==> config.mk <==
export PLATFORM = sky130hd
export DESIGN_NAME = display_reg_bcd_flat
export DESIGN_NICKNAME = d
export VERILOG_FILES = /design/src/rtl/display_reg_bcd_pkg.sv /design/src/rtl/display_reg_bcd_if.sv /design/src/rtl/display_reg_bcd_bin16_to_bcd.sv /design/src/rtl/display_reg_bcd.sv /design/src/flat_wrapper.sv
export SDC_FILE = /design/constraint.sdc
export NUM_CORES = 1
export LEC_CHECK = 0
export ABC_AREA = 1
export ABC_CLOCK_PERIOD_IN_PS = 1490
export BUFFER_PORTS_ARGS = -buffer_cell sky130_fd_sc_hd__buf_2
export CORE_MARGIN = 3
export CORE_UTILIZATION = 25
export DETAILED_ROUTE_END_ITERATION = 16
export SYNTH_ARGS = -nofsm -noshare
export SYNTH_HDL_FRONTEND = slang
export SYNTH_SLANG_ARGS = --single-unit
==> constraint.sdc <==
create_clock -name clk -period 1.49 [get_ports clk]
set_input_delay 0.149 -clock clk [delete_from_list [all_inputs] [get_ports clk]]
set_output_delay 0.149 -clock clk [all_outputs]
set_load 0.05 [all_outputs]
==> src/rtl/display_reg_bcd_pkg.sv <==
// Shared constants and types for the display register and its BCD converter.
package display_reg_bcd_pkg;
  localparam int ADDR_W       = 15;
  localparam int DATA_W       = 16;
  localparam int CTRL_OFFSET  = 1;
  localparam int BCD_DIGITS   = 5;
  localparam int SHIFT_CYCLES = 16;
  localparam int CNT_W        = $clog2(SHIFT_CYCLES) + 1;

  typedef enum logic [1:0] {
    IDLE  = 2'd0,
    LOAD  = 2'd1,
    SHIFT = 2'd2,
    DONE  = 2'd3
  } state_e;
endpackage

==> src/rtl/display_reg_bcd_if.sv <==
// CPU-side memory-mapped bus: address, write data/strobe and combinational readback.
interface display_reg_bcd_if;
  import display_reg_bcd_pkg::*;
  logic [ADDR_W-1:0] addr;
  logic [DATA_W-1:0] wdata;
  logic              we;
  logic [DATA_W-1:0] rdata;

  modport master (output addr, output wdata, output we, input rdata);
  modport slave  (input addr, input wdata, input we, output rdata);
endinterface

==> src/rtl/display_reg_bcd_bin16_to_bcd.sv <==
// Sequential double-dabble: LOAD, 16 add-3/shift steps, then a one-cycle DONE pulse.
module bin16_to_bcd
  import display_reg_bcd_pkg::*;
(
  input  logic                    clk,
  input  logic                    reset,
  input  logic                    start_i,
  input  logic                    abort_i,
  input  logic [DATA_W-1:0]       din_i,
  output logic                    done_o,
  output logic                    busy_o,
  output logic [4*BCD_DIGITS-1:0] bcd_o
);
  localparam int SR_W = 4*BCD_DIGITS + DATA_W;

  localparam logic [1:0] S_IDLE  = IDLE;
  localparam logic [1:0] S_LOAD  = LOAD;
  localparam logic [1:0] S_SHIFT = SHIFT;
  localparam logic [1:0] S_DONE  = DONE;

  logic [1:0]      state_q, state_d;
  logic [SR_W-1:0] sr_q, sr_d, adj;
  logic [CNT_W-1:0] cnt_q, cnt_d;

  // Correct every BCD nibble that would overflow past 9 after the next doubling.
  always_comb begin
    adj = sr_q;
    for (int i = 0; i < BCD_DIGITS; i++) begin
      if (adj[DATA_W+4*i +: 4] >= 4'd5)
        adj[DATA_W+4*i +: 4] = adj[DATA_W+4*i +: 4] + 4'd3;
    end
  end

  always_comb begin
    state_d = state_q;
    sr_d    = sr_q;
    cnt_d   = cnt_q;
    case (state_q)
      S_LOAD: begin
        sr_d    = {{(4*BCD_DIGITS){1'b0}}, din_i};
        cnt_d   = '0;
        state_d = S_SHIFT;
      end
      S_SHIFT: begin
        sr_d  = {adj[SR_W-2:0], 1'b0};
        cnt_d = cnt_q + 1'b1;
        if (cnt_q == CNT_W'(SHIFT_CYCLES-1)) state_d = S_DONE;
      end
      S_DONE:  state_d = S_IDLE;
      default: state_d = S_IDLE;
    endcase
    // A fresh start supersedes whatever is in flight, including a pending DONE.
    if (start_i)      state_d = S_LOAD;
    else if (abort_i) state_d = S_IDLE;
  end

  always_ff @(posedge clk) begin
    if (reset) begin
      state_q <= S_IDLE;
      sr_q    <= '0;
      cnt_q   <= '0;
    end else begin
      state_q <= state_d;
      sr_q    <= sr_d;
      cnt_q   <= cnt_d;
    end
  end

  assign done_o = (state_q == S_DONE);
  assign busy_o = (state_q != S_IDLE);
  assign bcd_o  = sr_q[SR_W-1:DATA_W];
endmodule

==> src/rtl/display_reg_bcd.sv <==
// Memory-mapped display register: value/control registers, readback, and hex or BCD rendering.
module display_reg_bcd
  import display_reg_bcd_pkg::*;
#(
  parameter logic [ADDR_W-1:0] BASE_ADDR   = 15'h4000,
  parameter logic [DATA_W-1:0] OVF_PATTERN = 16'hEEEE
) (
  input  logic              clk,
  input  logic              reset,
  display_reg_bcd_if.slave  bus,
  output logic [DATA_W-1:0] dout,
  output logic              busy
);
  localparam logic [ADDR_W-1:0] CTRL_ADDR = BASE_ADDR + ADDR_W'(CTRL_OFFSET);

  logic [DATA_W-1:0]       value_q, value_d;
  logic                    mode_q, mode_d;
  logic [DATA_W-1:0]       dout_q, dout_d;
  logic                    val_we, ctl_we, cvt_start, cvt_abort, cvt_done;
  logic [4*BCD_DIGITS-1:0] cvt_bcd;

  assign val_we = bus.we && (bus.addr == BASE_ADDR);
  assign ctl_we = bus.we && (bus.addr == CTRL_ADDR);

  // Converter samples value_q in LOAD, one edge after the write lands.
  assign cvt_start = (val_we && mode_q) || (ctl_we && bus.wdata[0]);
  assign cvt_abort = ctl_we && !bus.wdata[0];

  bin16_to_bcd u_cvt (
    .clk     (clk),
    .reset   (reset),
    .start_i (cvt_start),
    .abort_i (cvt_abort),
    .din_i   (value_q),
    .done_o  (cvt_done),
    .busy_o  (busy),
    .bcd_o   (cvt_bcd)
  );

  // Writes take priority over a completing conversion so stale results never land.
  always_comb begin
    value_d = value_q;
    mode_d  = mode_q;
    dout_d  = dout_q;
    if (val_we) begin
      value_d = bus.wdata;
      if (!mode_q) dout_d = bus.wdata;
    end else if (ctl_we) begin
      mode_d = bus.wdata[0];
      if (!bus.wdata[0]) dout_d = value_q;
    end else if (cvt_done) begin
      dout_d = (cvt_bcd[4*BCD_DIGITS-1 -: 4] != 4'd0) ? OVF_PATTERN : cvt_bcd[DATA_W-1:0];
    end
  end

  always_ff @(posedge clk) begin
    if (reset) begin
      value_q <= '0;
      mode_q  <= 1'b0;
      dout_q  <= '0;
    end else begin
      value_q <= value_d;
      mode_q  <= mode_d;
      dout_q  <= dout_d;
    end
  end

  always_comb begin
    bus.rdata = '0;
    if (bus.addr == BASE_ADDR)      bus.rdata = value_q;
    else if (bus.addr == CTRL_ADDR) bus.rdata = {{(DATA_W-1){1'b0}}, mode_q};
  end

  assign dout = dout_q;
endmodule

==> src/flat_wrapper.sv <==
// flat-port wrapper written by rule: the top's interface ports become plain ports
module display_reg_bcd_flat import display_reg_bcd_pkg::*;
#(
  parameter logic [ADDR_W-1:0] BASE_ADDR   = 15'h4000,
  parameter logic [DATA_W-1:0] OVF_PATTERN = 16'hEEEE
)
  (clk, reset, dout, busy, bus_addr, bus_wdata, bus_we, bus_rdata);
  display_reg_bcd_if bus_i ();
  input  logic clk;
  input  logic reset;
  output logic [DATA_W-1:0] dout;
  output logic busy;
  input wire logic [$bits(bus_i.addr)-1:0] bus_addr;
  input wire logic [$bits(bus_i.wdata)-1:0] bus_wdata;
  input wire logic [$bits(bus_i.we)-1:0] bus_we;
  output wire logic [$bits(bus_i.rdata)-1:0] bus_rdata;
  assign bus_i.addr = bus_addr;
  assign bus_i.wdata = bus_wdata;
  assign bus_i.we = bus_we;
  assign bus_rdata = bus_i.rdata;
  display_reg_bcd #(.BASE_ADDR(BASE_ADDR), .OVF_PATTERN(OVF_PATTERN)) u_core (.clk(clk), .reset(reset), .bus(bus_i), .dout(dout), .busy(busy));
endmodule
==> results.yml <==
sta:
  period_share_pct: 94.9
  timing_worst_slew_pin_value_ns: 0.360
  maxSlewViolCount: 0
  final_critical_path_setup_slack_ns: 0.0766
  final_period_minus_worst_setup_slack_ns: 1.41
  finClkSkew_ns: 0.00487
  setup_viol: 0
  fmax_mhz: 708
  max-slew-margin-rel_pct: 76.0
  holdWs_ns: 0.0920
  rsz0062_at_grt: "true"
  timing_hold_violations_final: 0
worst_hold_path:
  worstHoldPathType: "primary input to flip-flop"
  whs_path_depth: 3
drt:
  vias: 4157
  drt-vias-per-instance: 4.38
  dr.first_iter.drc_count: 285
  detailedRoute.firstPassIterationCount: 4
  post_drt_wl_per_cell_microns: 11.9
  route.antenna.remaining_nets: 0
  remaining_drc_errors: 0
  finalWirelength_microns: 11300
synthesis:
  synth-seq-area-share_pct: 36.5
  proportion_of_netlist_area_held_by_the_largest_area_contributor_pct: 36.5
  synth_area_leaders: "sky130_fd_sc_hd__dfxtp_1 (36%), sky130_fd_sc_hd__nand2_1 (16%), sky130_fd_sc_hd__inv_1 (8.2%)"
  post_synth_fa_ha_maj_area_fraction_pct: 4.80
  synth_largest_area_cell: "sky130_fd_sc_hd__dfxtp_1"
  syn-mean-instance-area_sq_um: 6.51
  synth_top_family_by_area: "simple AND/OR/NAND/NOR gates"
  number_of_flops_mapped_to_enable_cells_by_yosys: 0
  post-synth-top-count-cell: "sky130_fd_sc_hd__nand2_1"
  synthSimpleGateAreaFrac_pct: 34.8
  synth.cell_area_sq_mm: 0.00417
  xor_xnor_share_of_the_synthesized_area_pct: 1.05
  synth_compound_gate_area_share_pct: 10.8
  netlist_top_cells_count: "sky130_fd_sc_hd__nand2_1 (183), sky130_fd_sc_hd__inv_1 (91), sky130_fd_sc_hd__nor2_1 (83)"
  syn-num-nets: 691
  synth_ff_type: "sky130_fd_sc_hd__dfxtp_1"
  synth_async_sr_flop_share_pct: 0
  synth_cell_type_count: 31
  synth.ff_latch_count: 76
  mux_cell_area_share_after_synthesis_pct: 0
  yosysWarnings: 0
  synth_cells: 641
finish:
  syn2layout_area_growth_pct: 30.3
  n_antenna_cell: 0
  final_layout_size_suffix_gt1_share_pct: 20.8
  finalInstanceArea_sq_mm: 0.00544
  utilization_pct: 33.7
  instances_no_fill: 950
  design.final.nets: 780
power:
  leakage_nw: 2.51
  pwr_density_mw_per_mm2: 970
  worst_ir_drop_on_vdd_mv: 0.534
clocking:
  cts.clk_slew.worst_paths_ns: 0.05
  root_buffer: "sky130_fd_sc_hd__clkbuf_16"
  cts_num_sinks: 76
  post_cts_hold_buffer_count: 0
  numCtsBuffers: 9
  htree_num_levels: 3
  post_cts.repair.setup_buffers: 0
  cts_tree: "done"
  cts.path.max_buffers: 2
  clk-insertion-delay-late_ns: 0.33
global_routing:
  grt_max_degree: 33
  grt.met3_usage_pct: 2.67
  grt_busiest_layer: "met2"
  grtUsageMet2_pct: 19.4
  groute.layer.met1.usage_pct: 17.4
  groute.usage.overall_pct: 12.3
  global_route_wire_length_before_repair_microns: 18400
  antenna_found_initial: 0
  grt.overflow.total: 0
  via_count_of_the_first_global_routing_pass: 3811
worst_setup_path:
  critPathArrivalTime_ns: 1.26
  crit_cells: 8
  family_with_the_most_delay_on_the_worst_path: "simple AND/OR/NAND/NOR gates"
  timing.critical_path.slowest_stage_cell: "sky130_fd_sc_hd__buf_4"
  setup.worst_path.end_class: "output port"
  worst_r2r_path_depth: 10
  slowest_delay_ns: 0.21
  timing.reg2reg.setup_slack_ns: 0.09
  cp_max_fo: 11
  criticalPathCategory: "primary input to output port"
  cp_cell_sequence: "buf_2 > nor2_1 > nand2_2 > nor2_4 > nand2_4 > buf_4 > nor2_1 > buf_4"
  critical_path.startpoint_type: "primary input"
  critical_path_buf_inv_count: 3
  endpoint_required_time_on_the_critical_path_ns: 1.34
floorplanning:
  num_io_pins: 67
  rows: 46
  core_region_area_sq_mm: 0.0161
  die_w_microns: 135
  fp.dieArea_sq_mm: 0.0183
  initial_core_util_pct: 25.9
  chipHeight_microns: 135
placement:
  buffer_ports.inserted: 66
  total_cell_area_at_the_placement_stage_sq_mm: 0.00500
  dp.cells: 933
  gp_routability_congestion: 0.850
  post_detail_place_hpwl_microns: 8280
  dp_slack_ns: 0.00526
outcome:
  status: "finished clean"
run:
  max_cap_viol_count: 0
metal layers:
metal / vias up / wire length, microns
met3: 8 / 686
met4: 0 / 48
met2: 97 / 4990
met1: 1853 / 5560
met5: - / 0
li1: 2199 / -
kinds of logic after synthesis:
| logic type | count (synthesis) |
|---|---|
| and+or+nand+nor | 339 |
| AOI/OAI and AO/OA | 79 |
| xor gates and xnor gates | 5 |
| DFF | 76 |
| buffers and inverters | 126 |
| adders and majority gates | 16 |
cells in the final DEF (no fill, tap or decap), types with 3 or more instances in the layout:
| master | n |
|---|---|
| sky130_fd_sc_hd__a21oi_1 | 42 |
| sky130_fd_sc_hd__buf_12 | 5 |
| sky130_fd_sc_hd__buf_2 | 53 |
| sky130_fd_sc_hd__buf_4 | 42 |
| sky130_fd_sc_hd__buf_6 | 7 |
| sky130_fd_sc_hd__clkbuf_16 | 10 |
| sky130_fd_sc_hd__dfxtp_1 | 72 |
| sky130_fd_sc_hd__dfxtp_2 | 4 |
| sky130_fd_sc_hd__ha_1 | 13 |
| sky130_fd_sc_hd__inv_1 | 87 |
| sky130_fd_sc_hd__inv_2 | 4 |
| sky130_fd_sc_hd__nand2_1 | 181 |
| sky130_fd_sc_hd__nand2_2 | 4 |
| sky130_fd_sc_hd__nand3_1 | 35 |
| sky130_fd_sc_hd__nand4_1 | 19 |
| sky130_fd_sc_hd__nor2_1 | 80 |
| sky130_fd_sc_hd__nor2_2 | 3 |
| sky130_fd_sc_hd__nor2_4 | 3 |
| sky130_fd_sc_hd__nor3_1 | 5 |
| sky130_fd_sc_hd__o211ai_1 | 11 |
| sky130_fd_sc_hd__o21ai_0 | 14 |
| sky130_fd_sc_hd__o221ai_1 | 4 |
| sky130_fd_sc_hd__o22ai_1 | 3 |
| sky130_fd_sc_hd__xor2_1 | 4 |
tightest hold or removal path, cell delays in order:
cell	delay (ns)
sky130_fd_sc_hd__buf_2	0.10
sky130_fd_sc_hd__nand2_1	0.07
sky130_fd_sc_hd__a21oi_1	0.06
stage by stage:
stage	setup TNS [ns]	total power [mW]
floorplan	-1.33	2.70
global placement	-0.0226	3.20
detailed placement	0	3.20
CTS	0	5.22
global route	-0.0822	5.53
finish	0	5.28
flip-flops by register name (all words and copies together), names as in the netlist:
signal and cells:
u_core.u_cvt.cnt_q 5, u_core.u_cvt.sr_q 36, u_core.u_cvt.state_q 2, u_core.dout 16, u_core.mode_q 1, u_core.value_q 16
report_power, final:
part	switching (mW)	internal (mW)	leakage [nW]
clock network	0.796	1.20	0.135
logic	0.724	0.465	1.76
registers	0.0177	2.07	0.614
layout make-up:
type | instances | area, sq um
Clock buffer | 13 | 260
Fill cell | 1788 | 10700
Inverter | 94 | 355
Multi-Input combinational cell | 439 | 2210
Clock inverter | 2 | 10.0
Sequential cell | 76 | 1530
Timing Repair Buffer | 110 | 800
Tap cell | 216 | 270
final timing paths:
kind                      endpoint                    start
max                  bus_rdata[15]              bus_addr[5]
min             u_core.value_q[12]            bus_wdata[12]
max reg2reg  u_core.u_cvt.sr_q[12]  u_core.u_cvt.state_q[0]
min reg2reg      u_core.value_q[6]        u_core.value_q[6]
repair_timing:
action / in CTS / in global routing
pin swaps: 0 / 5
gates resized for setup: 1 / 57
setup endpoints to repair: 5 / 68
gates cloned: 0 / 2
No activity file was read; power rests on OpenSTA's default activity.
